`config.mk`:
```
export PLATFORM = sky130hd
export DESIGN_NAME = fifo_pkt_reader
export DESIGN_NICKNAME = d
export VERILOG_FILES = /design/src/rtl/fifo_pkt_reader.sv
export SDC_FILE = /design/constraint.sdc
export NUM_CORES = 1
export LEC_CHECK = 0
export CORE_AREA = 3 3 92 68
export CTS_BUF_LIST = sky130_fd_sc_hd__clkbuf_4
export CTS_CLUSTER_SIZE = 12
export DETAILED_ROUTE_END_ITERATION = 16
export DIE_AREA = 0 0 95 71
export GPL_TIMING_DRIVEN = 1
export PLACE_DENSITY_LB_ADDON = 0.2
export RECOVER_POWER = 100
export SLEW_MARGIN = 20
export SYNTH_ARGS = -nofsm -noshare
export SYNTH_HDL_FRONTEND = slang
export SYNTH_SLANG_ARGS = --single-unit
```
`constraint.sdc`:
```
create_clock -name clk -period 6.8 [get_ports clk]
set_input_delay 1.7 -clock clk [delete_from_list [all_inputs] [get_ports clk]]
set_output_delay 1.7 -clock clk [all_outputs]
set_load 0.005 [all_outputs]
```
`src/rtl/fifo_pkt_reader.sv`:
```
// Pops length-prefixed packets from a byte fifo and re-emits the payload as a
// valid/ready byte stream with sop/eop markers, through a 2-entry skid buffer.
module fifo_pkt_reader #(
  parameter int DATA_W = 8,
  parameter int CNT_W  = 16
) (
  input  logic              clk,
  input  logic              reset_n,
  input  logic              fifo_empty,
  input  logic [DATA_W-1:0] fifo_data,
  output logic              fifo_r,
  output logic              m_valid,
  input  logic              m_ready,
  output logic [DATA_W-1:0] m_data,
  output logic              m_sop,
  output logic              m_eop,
  output logic              busy,
  output logic [CNT_W-1:0]  pkt_cnt,
  output logic [CNT_W-1:0]  zero_cnt
);

  typedef enum logic {IDLE, PAYLOAD} state_t;

  state_t            r_state;
  logic [DATA_W-1:0] r_rem;
  logic              r_first;
  logic [1:0]        r_bcnt;
  logic [DATA_W-1:0] r_data0, r_data1;
  logic              r_sop0, r_sop1, r_eop0, r_eop1;
  logic [CNT_W-1:0]  r_pkt_cnt, r_zero_cnt;

  logic w_pop, w_push, w_hdr, w_new_eop;

  assign fifo_r    = reset_n & ~fifo_empty & (r_bcnt < 2'd2);
  assign w_pop     = (r_bcnt != 2'd0) & m_ready;
  assign w_push    = fifo_r & (r_state == PAYLOAD);
  assign w_hdr     = fifo_r & (r_state == IDLE);
  assign w_new_eop = (r_rem == DATA_W'(1));

  assign m_valid  = (r_bcnt != 2'd0);
  assign m_data   = r_data0;
  assign m_sop    = r_sop0;
  assign m_eop    = r_eop0;
  assign busy     = (r_state == PAYLOAD) | (r_bcnt != 2'd0);
  assign pkt_cnt  = r_pkt_cnt;
  assign zero_cnt = r_zero_cnt;

  always_ff @(posedge clk or negedge reset_n) begin
    if (!reset_n) begin
      r_state <= IDLE;
      r_rem   <= '0;
      r_first <= 1'b0;
    end else begin
      case (r_state)
        IDLE: begin
          if (w_hdr && (fifo_data != '0)) begin
            r_rem   <= fifo_data;
            r_first <= 1'b1;
            r_state <= PAYLOAD;
          end
        end
        PAYLOAD: begin
          if (w_push) begin
            r_rem   <= r_rem - DATA_W'(1);
            r_first <= 1'b0;
            if (w_new_eop) r_state <= IDLE;
          end
        end
        default: r_state <= IDLE;
      endcase
    end
  end

  // Slot 0 is the head; a push lands in the first free slot, and with a
  // simultaneous pop it lands where the head will be after the shift.
  always_ff @(posedge clk or negedge reset_n) begin
    if (!reset_n) begin
      r_bcnt  <= 2'd0;
      r_data0 <= '0;
      r_sop0  <= 1'b0;
      r_eop0  <= 1'b0;
      r_data1 <= '0;
      r_sop1  <= 1'b0;
      r_eop1  <= 1'b0;
    end else begin
      case ({w_push, w_pop})
        2'b10: begin
          if (r_bcnt == 2'd0) begin
            r_data0 <= fifo_data;
            r_sop0  <= r_first;
            r_eop0  <= w_new_eop;
          end else begin
            r_data1 <= fifo_data;
            r_sop1  <= r_first;
            r_eop1  <= w_new_eop;
          end
          r_bcnt <= r_bcnt + 2'd1;
        end
        2'b01: begin
          r_data0 <= r_data1;
          r_sop0  <= r_sop1;
          r_eop0  <= r_eop1;
          r_bcnt  <= r_bcnt - 2'd1;
        end
        2'b11: begin
          if (r_bcnt == 2'd1) begin
            r_data0 <= fifo_data;
            r_sop0  <= r_first;
            r_eop0  <= w_new_eop;
          end else begin
            r_data0 <= r_data1;
            r_sop0  <= r_sop1;
            r_eop0  <= r_eop1;
            r_data1 <= fifo_data;
            r_sop1  <= r_first;
            r_eop1  <= w_new_eop;
          end
        end
        default: ;
      endcase
    end
  end

  always_ff @(posedge clk or negedge reset_n) begin
    if (!reset_n) begin
      r_pkt_cnt  <= '0;
      r_zero_cnt <= '0;
    end else begin
      if (w_pop && r_eop0) r_pkt_cnt <= r_pkt_cnt + CNT_W'(1);
      if (w_hdr && (fifo_data == '0)) r_zero_cnt <= r_zero_cnt + CNT_W'(1);
    end
  end

endmodule
```
## Word level (Yosys, flattened, before mapping)

Cells that the tools add are included.

| word-level totals | value |
|---|---|
| register bits | 64 |
| bits in latches | 0 |
| RAM bits | 0 |
| memory bits (read-only) | 0 |
| output and inout bits | 45 |
| logic and storage cells | 78 |
| memories kept | 0 |

| operators by class | value |
|---|---|
| add/subtract/negate cells | 5 |
| $mul | 0 |
| divide/modulo/power cells | 0 |
| $lt $le $gt $ge | 1 |
| equal/unequal tests | 10 |
| shift operators | 0 |
| muxes and demuxes | 29 |
| bitwise gates (word level) | 8 |
| reductions and logical operators | 13 |

Operators by type and width:

| operator | count |
|---|---|
| 8-bit 2-to-1 mux | 6 |
| 16-bit by 1-bit adder with 16-bit output, second input constant | 2 |
| 8-bit one-hot mux with 2 select lines | 2 |
| 8-bit one-hot mux with 3 select lines | 1 |
| 1-bit 2-to-1 mux | 13 |
| 8-bit by 1-bit equality test with 1-bit output, second input constant | 1 |
| 8-bit logical NOT | 1 |
| 1-bit one-hot mux with 2 select lines | 4 |
| 8-bit nonzero test | 1 |
| 8-bit by 1-bit subtractor with 8-bit output, second input constant | 1 |
| 2-bit inequality test, second input constant | 3 |
| 1-bit one-hot mux with 3 select lines | 2 |
| 2-bit nonzero test | 3 |
| 1-bit AND | 5 |
| 2-bit by 1-bit equality test with 1-bit output, second input constant | 2 |
| 2-bit equality test, second input constant | 2 |
| 2-bit by 1-bit inequality test with 1-bit output, second input constant | 2 |
| 2-bit one-hot mux with 2 select lines | 1 |
| 2-bit AND reduction | 2 |
| 1-bit logical AND | 3 |
| 3-bit AND reduction | 1 |
| 3-bit nonzero test | 1 |
| 2-bit by 1-bit adder with 2-bit output, second input constant | 1 |
| 2-bit logical NOT | 1 |
| other kinds (4) | 5 |

## Logic depth before layout (Yosys ltp)

Gate-level depths: netlist of run 1.

| depth | value |
|---|---|
| depth after elaboration | 7 |
| depth in mapped cells | 11 |
| depth with buffers taken out | 9 |

## Worst setup path before layout of run 1

No wires, ideal clock.

| path | value |
|---|---|
| path type | input to output |
| start | input port fifo_empty |
| end | output port fifo_r |
| arrival time | 2581 ps |
| data required time | 5100 ps |
| slack | 2519 ps |
| stages on the path | 3 |
| path through | or3b_2 inv_1 buf_1 |

| on the way | value |
|---|---|
| longest elaborated chain between the ends | 3 |

RTL lines:

| what | RTL line | RTL |
|---|---|---|
| from (decl) | 9 | `input logic fifo_empty,` |
| 1-bit NOT | 34 | `assign fifo_r = reset_n & ~fifo_empty & (r_bcnt < 2'd2);` |
| 1-bit AND (2 in series) | 34 |  |
| to (decl) | 11 | `output logic fifo_r,` |

No other way between the ends.

## Worst setup path after layout of run 1

Ends and elaborated chain as after synthesis.

==> metrics.md, run 1 <==
| Metric | Value |
|---|---|
| Status | finished, final reports clean |
| Synth cell count leaders | dfrtp_1 (64), nand2_1 (28), xnor2_1 (18) |
| Initial DRC count | 208 |
| Reg2Reg Capture Point | r_data1[0] |
| Routability Congestion | 0.833 |
| Fin crit period | 5.59 ns |
| Number of CTS-inserted buffers | 9 |
| Gr busiest metal | met2 |
| Final hold slack | 0.479 ns |
| Total wire length | 6.99 mm |
| M1 GR Usage | 33.0% |
| Final period utilization | 82.3% |
| Gr usage total | 23.2% |
| Via/cell ratio | 5.87 |
| Min-delay worst type | flip-flop to flip-flop |
| Internal Power | 711 µW |
| HP Start | m_data[0] |
| R2R cell count | 8 |
| DP HPWL | 4.98 mm |
| Post-Syn Area | 3180 µm² |
| Syn-to-layout area delta | 22.8% |
| Most used DFF post-synth | dfrtp_1 |
| DIE AREA | 6750 µm² |
| WL per Instance | 16.0 µm |
| Net switching power | 317 µW |
| Sequential share of power | 48.4% |
| Worst-path fanout max | 15 |
| Post-Route Setup TNS | 0 ns |
| Synth top area cells | dfrtp_1 (50%), xnor2_1 (5.0%), mux2_2 (4.3%) |
| Diodes inserted | 0 |
| Syn Nets | 320 |
| Post-synth top area share | 50.4% |
| Peak supply drop | 0.136 mV |
| Core ar. | 5550 µm² |
| Root Buffer | clkbuf_4 |
| Max_cap viols | 0 |
| Vias post-DR | 2561 |
| Initial antenna violation count | 0 |
| Leakage | 0.00180 µW |
| Final Hold Viols | 0 |
| Share of cells above drive strength 1 | 8.86% |
| FF-to-FF Start | r_bcnt[1] |
| Synth cell types | 46 |
| CTS tree | yes |
| Final ANT Viol Nets | 0 |
| Async SR Flop Fraction | 100% |
| Seq cells post-synth | 64 |
| Met3 usage | 7.44% |
| GR Layer Usage met2 | 34.6% |
| # rows | 23 |
| Cts repair resizes | 0 |
| Endpoint class of the critical path | primary output |
| CTS Buffer Depth | 2 |
| Clk_lat worst skew | 0.40 ns |
| Post-CTS setup buffers | 0 |
| Avg Inst Size Synth | 10.7 µm² |
| Sequential-to-total area share from yosys stat | 50.4% |
| # clock sinks | 64 |
| Total grt overflow | 0 |
| DR DRC count | 0 |
| Die H | 71 µm |
| Relative slew slack | 36.8% |
| Fin. max-slew vios | 0 |
| Fmax | 179 MHz |
| H-tree levels | 3 |
| Power share of the clock group | 24.2% |
| Gate Count Post-Synth | 298 |
| Setup violators final | 0 |
| Setup CP Type | input port to primary output |
| Die W | 95 µm |
| CP arrival | 3.89 ns |
| Endpoint, Worst Hold | m_data[0] |
| Port bufs | 56 |
| Hold buffers post-CTS | 0 |
| Synth warnings | 0 |
| Pin count of the biggest net entering global routing | 66 |
| Most frequent cell after synthesis | dfrtp_1 |
| Flop2flop setup slack | 3.74 ns |
| Sw frac | 30.9% |
| WP data required | 5.10 ns |
| Combinational share of power | 27.4% |
| Clk_skew | 0.00602 ns |
| Pwr dens | 264 nW/µm² |
| First-pass GRT wire length | 12.2 mm |
| First-pass DRT Iterations | 4 |
| Startpoint Class | input port |
| Fin nets | 378 |
| Clk pin slew, worst setup/hold paths | 0.10 ns |
| WHS Path Cells | 2 |
| Worst-margin pin slew | 0.944 ns |
| EDFF count, synth | 0 |
| Initial Utilization | 57.2% |
| RSZ-0062 raised after global routing | false |
| Leading area contributor after synthesis | dfrtp_1 |
| # IOs | 57 |
| Vias in the first global route | 2551 |
-- state kept, by name, indices dropped and copies added (netlist names), 2 cells and up --
| name | flops |
|---|---|
| m_data | 8 |
| r_rem | 8 |
| r_bcnt | 2 |
| zero_cnt | 16 |
| r_data1 | 8 |
| pkt_cnt | 16 |
-- metrics by stage --
stage | power [µW] | setup slack, ns | cells | instance area (µm²) | util (%)
6_report | 1030 | 1.21 | 436 | 3900 | 70.3
4_1_cts | 1050 | 1.41 | 436 | 3920 | 70.6
2_1_floorplan | 672 | 2.52 | 298 | 3180 | -
5_1_grt | 1110 | 1.12 | 436 | 3900 | 70.3
3_3_place_gp | 788 | 1.43 | 420 | 3790 | 68.3
3_5_place_dp | 802 | 1.42 | 420 | 3790 | 68.3
-- how the worst max path moves through the flow --
stage	startpoint	to	slack, ns	cells after the start
6_report	fifo_empty	fifo_r	1.21	4
5_1_grt	fifo_empty	fifo_r	1.12	4
4_1_cts	fifo_empty	fifo_r	1.41	4
3_5_place_dp	fifo_empty	fifo_r	1.42	4
3_3_place_gp	fifo_empty	fifo_r	1.43	4
2_1_floorplan	fifo_empty	fifo_r	2.52	3
-- power by group through the flow --
stage	combinational (µW)	clock, µW	sequential (µW)
4_1_cts	297	254	499
2_1_floorplan	174	0	498
6_report	282	249	498
5_1_grt	321	277	509
3_5_place_dp	295	0	507
3_3_place_gp	284	0	503
-- critical path: stages --
cell and delay (ns):
dlygate4sd3_1 0.58, or3b_2 0.60, inv_1 0.38, dlygate4sd3_1 0.63
-- area by class of cell --
cell class	instances	area (µm²)
clock buffer	11	82.6
clock inverter	5	47.5
fill	425	1650
inverter	11	41.3
multi-input combinational	212	1470
sequential	64	1600
tap	75	93.8
timing repair buffer	58	569
-- cells by family after synthesis --
kind of cell | share of synthesized area [%]
buf+inv | 2.87
xor+xnor | 8.54
simple gates | 18.5
compound gates | 11.1
mux | 4.57
fa+ha+maj | 3.94
flops | 50.4
-- cell usage in the layout, fill, tap and decap left out, types with 4 or more instances in the layout --
cell type and n:
nand2_1 28, xnor2_1 18, nor4_1 9, nand3_1 16
mux2_2 12, nor3_1 7, o21ai_0 17, nor2_1 11
xor2_1 13, nand2b_1 4, a21oi_1 4, a32oi_1 4
or4_1 5, a22oi_1 14, ha_1 10, clkdlybuf4s50_1 7
nand4_1 4, clkbuf_4 11, inv_1 11, dfrtp_1 64
dlygate4sd3_1 48
-- layer usage --
layer	vias to the layer above	routed length, µm
met5	-	0
met4	0	71
met3	9	506
met2	90	3180
met1	1260	3230
li1	1202	-
(Power assumes the default switching activity.)
==> run 2: changes to the inputs <==
CORE_AREA = 3 3 96 71   (was 3 3 92 68)
DIE_AREA = 0 0 99 74   (was 0 0 95 71)
clock period = 5.83 ns   (was 6.8 ns; I/O delays follow)
==> run 2 against run 1 <==
Compared with the run above: routed wire length is 3.8% lower; die area is 8.6% higher; count of clock-buffer cells in the layout is 2 lower; sequential cell count stayed put; worst setup slack worse by 0.56 ns; critical path depth is 1 higher; via count is 4.1% lower; global-route usage is 3.0 points lower; non-clock buffer count is 1 higher; first-iteration DRC count is 6.7% lower; register-to-register slack worse by 1.2 ns; final cell count is 0.69% higher; critical endpoint unchanged; largest power group unchanged.
==> metrics.md, run 2 (synthesis results as in run 1) <==
| Metric | Value |
|---|---|
| R2R cell count | 9 (was 8) |
| Vias post-DR | 2455 (was 2561) |
| Vias in the first global route | 2358 (was 2551) |
| Share of cells above drive strength 1 | 9.14% (was 8.86%) |
| Design area | 3930 µm² (was 3900 µm²) |
| Net switching power | 368 µW (was 317 µW) |
| DIE AREA | 7330 µm² (was 6750 µm²) |
| Clk pin slew, worst setup/hold paths | 0.11 ns (was 0.10 ns) |
| CTS tree | yes (unchanged) |
| Endpoint class of the critical path | primary output (unchanged) |
| Most frequent cells in the layout | dfrtp_1 (64), dlygate4sd3_1 (47), nand2_1 (28) (was dfrtp_1 (64), dlygate4sd3_1 (48), nand2_1 (28)) |
| Diodes inserted | 0 (unchanged) |
| Gr usage total | 20.2% (was 23.2%) |
| Fin crit period | 5.19 ns |
| DP HPWL | 4.79 mm (was 4.98 mm) |
| Most common cell after layout, fill and taps aside | dfrtp_1 (unchanged) |
| Combinational share of power | 26.3% (was 27.4%) |
| Fin nets | 379 (was 378) |
| Flop2flop setup slack | 2.57 ns (was 3.74 ns) |
| WP buf/inv | 4 (was 3) |
| Startpoint Class | input port (unchanged) |
| First-pass DRT Iterations | 4 (unchanged) |
| Root Buffer | clkbuf_4 (unchanged) |
| Largest stage delay, worst path | 0.66 ns (was 0.63 ns) |
| Number of CTS-inserted buffers | 9 (unchanged) |
| Initial DRC count | 194 (was 208) |
| Min-delay worst type | flip-flop to flip-flop (unchanged) |
| Relative slew slack | 35.6% (was 36.8%) |
| Pin count of the biggest net entering global routing | 66 (unchanged) |
| WP data required | 4.37 ns (was 5.10 ns) |
| Peak supply drop | 0.150 mV (was 0.136 mV) |
| H-tree levels | 3 (unchanged) |
| Worst-margin pin slew | 0.961 ns (was 0.944 ns) |
| Final Hold Viols | 0 (unchanged) |
| Via/cell ratio | 5.59 (was 5.87) |
| FF-to-FF Start | r_bcnt[1] (unchanged) |
| Worst setup path endpoint | fifo_r (unchanged) |
| CP cell instances | clkdlybuf4s50_1 > or3b_2 > inv_1 > clkbuf_1 > dlygate4sd3_1 (was dlygate4sd3_1 > or3b_2 > inv_1 > dlygate4sd3_1) |
| Pwr dens | 313 nW/µm² (was 264 nW/µm²) |
| Syn-to-layout area delta | 23.7% (was 22.8%) |
| Crit. path cell count | 5 (was 4) |
| Leakage | 0.00180 µW (about the same) |
| Clk_skew | 0.0141 ns (was 0.00602 ns) |
| Die W | 99 µm (was 95 µm) |
| DR DRC count | 0 (unchanged) |
| CP arrival | 3.73 ns (was 3.89 ns) |
| # clock sinks | 64 (unchanged) |
| Sw frac | 29.9% (was 30.9%) |
| Worst-path fanout max | 15 (unchanged) |
| Cell Area, Placed | 3800 µm² (was 3790 µm²) |
| Cts repair resizes | 0 (unchanged) |
| Fin. max-slew vios | 0 (unchanged) |
| Hold buffers post-CTS | 0 (unchanged) |
| Sequential share of power | 47.0% (was 48.4%) |
| Setup violators final | 0 (unchanged) |
| Status | finished, final reports clean (unchanged) |
| Initial Utilization | 52.7% (was 57.2%) |
| Crit-path slowest cell | dlygate4sd3_1 (unchanged) |
| Die H | 74 µm (was 71 µm) |
| Total grt overflow | 0 (unchanged) |
| CTS Buffer Depth | 2 (unchanged) |
| WL per Instance | 15.3 µm (was 16.0 µm) |
| First-pass GRT wire length | 11.7 mm (was 12.2 mm) |
| # rows | 24 (was 23) |
| Port bufs | 56 (unchanged) |
| Final period utilization | 89.0% |
| Total wire length | 6.73 mm (was 6.99 mm) |
| Setup CP Type | input port to primary output (unchanged) |
| HP Start | zero_cnt[15] (was m_data[0]) |
| Routability Congestion | 0.838 (was 0.833) |
| Fmax | 193 MHz |
| Post-Route Setup TNS | 0 ns (unchanged) |
| Final ANT Viol Nets | 0 (unchanged) |
| Initial antenna violation count | 0 (unchanged) |
| # IOs | 57 (unchanged) |
| Clk_lat worst skew | 0.41 ns (was 0.40 ns) |
| Reg2Reg Capture Point | r_sop1 (was r_data1[0]) |
| Power share of the clock group | 26.7% (was 24.2%) |
| Post-CTS setup buffers | 0 (unchanged) |
| Worst setup path startpoint | fifo_empty (unchanged) |
| Max_cap viols | 0 (unchanged) |
| RSZ-0062 raised after global routing | false (unchanged) |
| Internal Power | 863 µW (was 711 µW) |
| Core ar. | 6040 µm² (was 5550 µm²) |
| Delay-heaviest family, CP | buffers and inverters (unchanged) |
[run 2: layer usage]
| metal | track usage, % | up-vias | share of wire (%) |
|---|---|---|---|
| met3 | 6.75 | 5 | 7.4 |
| met1 | 29.5 | 1182 | 48 |
| met4 | 3.64 | 0 | 0.76 |
| met5 | 0 | - | 0 |
| li1 | - | 1196 | - |
| met2 | 29.9 | 72 | 44 |
[run 2: power groups by stage]
stage                     clock network (µW)  registers [µW]  logic (µW)
after floorplan                            0             581         203
after global placement                     0             587         334
after detailed placement                   0             590         341
after CTS                                338             580         343
after global routing                     359             594         370
final                                    329             579         324
[run 2: layout make-up]
class / count / area (µm²)
Clock inverter: 6 / 85.1
Fill cell: 494 / 2100
Tap cell: 78 / 97.6
Sequential cell: 64 / 1600
Clock buffer: 9 / 67.6
Timing Repair Buffer: 59 / 573
Multi-Input combinational cell: 212 / 1470
Inverter: 11 / 41.3
[run 2: per-stage QoR]
| stage | power, µW | utilization, % | worst slack, ns | cells | hold WS, ns |
|---|---|---|---|---|---|
| after floorplan | 784 | - | 2.03 | 298 | 0.465 |
| after global placement | 921 | 63.0 | 1.08 | 424 | 0.456 |
| after detailed placement | 931 | 63.0 | 1.07 | 424 | 0.456 |
| after CTS | 1260 | 65.5 | 1.06 | 439 | 0.475 |
| after global routing | 1320 | 65.2 | 0.518 | 439 | 0.480 |
| final | 1230 | 65.2 | 0.642 | 439 | 0.469 |
[run 2: how the worst min path moves through the flow]
| stage | cells past startpoint | slack [ns] | end |
|---|---|---|---|
| 6_report | 1 | 0.47 | zero_cnt[15] |
| 5_1_grt | 1 | 0.48 | zero_cnt[15] |
| 4_1_cts | 1 | 0.48 | zero_cnt[15] |
| 3_5_place_dp | 1 | 0.46 | zero_cnt[15] |
| 3_3_place_gp | 1 | 0.46 | zero_cnt[15] |
| 2_1_floorplan | 1 | 0.46 | zero_cnt[15] |
[run 2: worst reg2reg max path: stages, from the launching register on]
cell	delay, ns
dfrtp_1	0.41
or3b_2	0.62
inv_1	0.09
clkbuf_1	0.48
nand2_1	0.23
inv_1	0.18
ha_1	0.20
nand2_1	0.08
o211ai_1	0.44
mux2_2	0.41
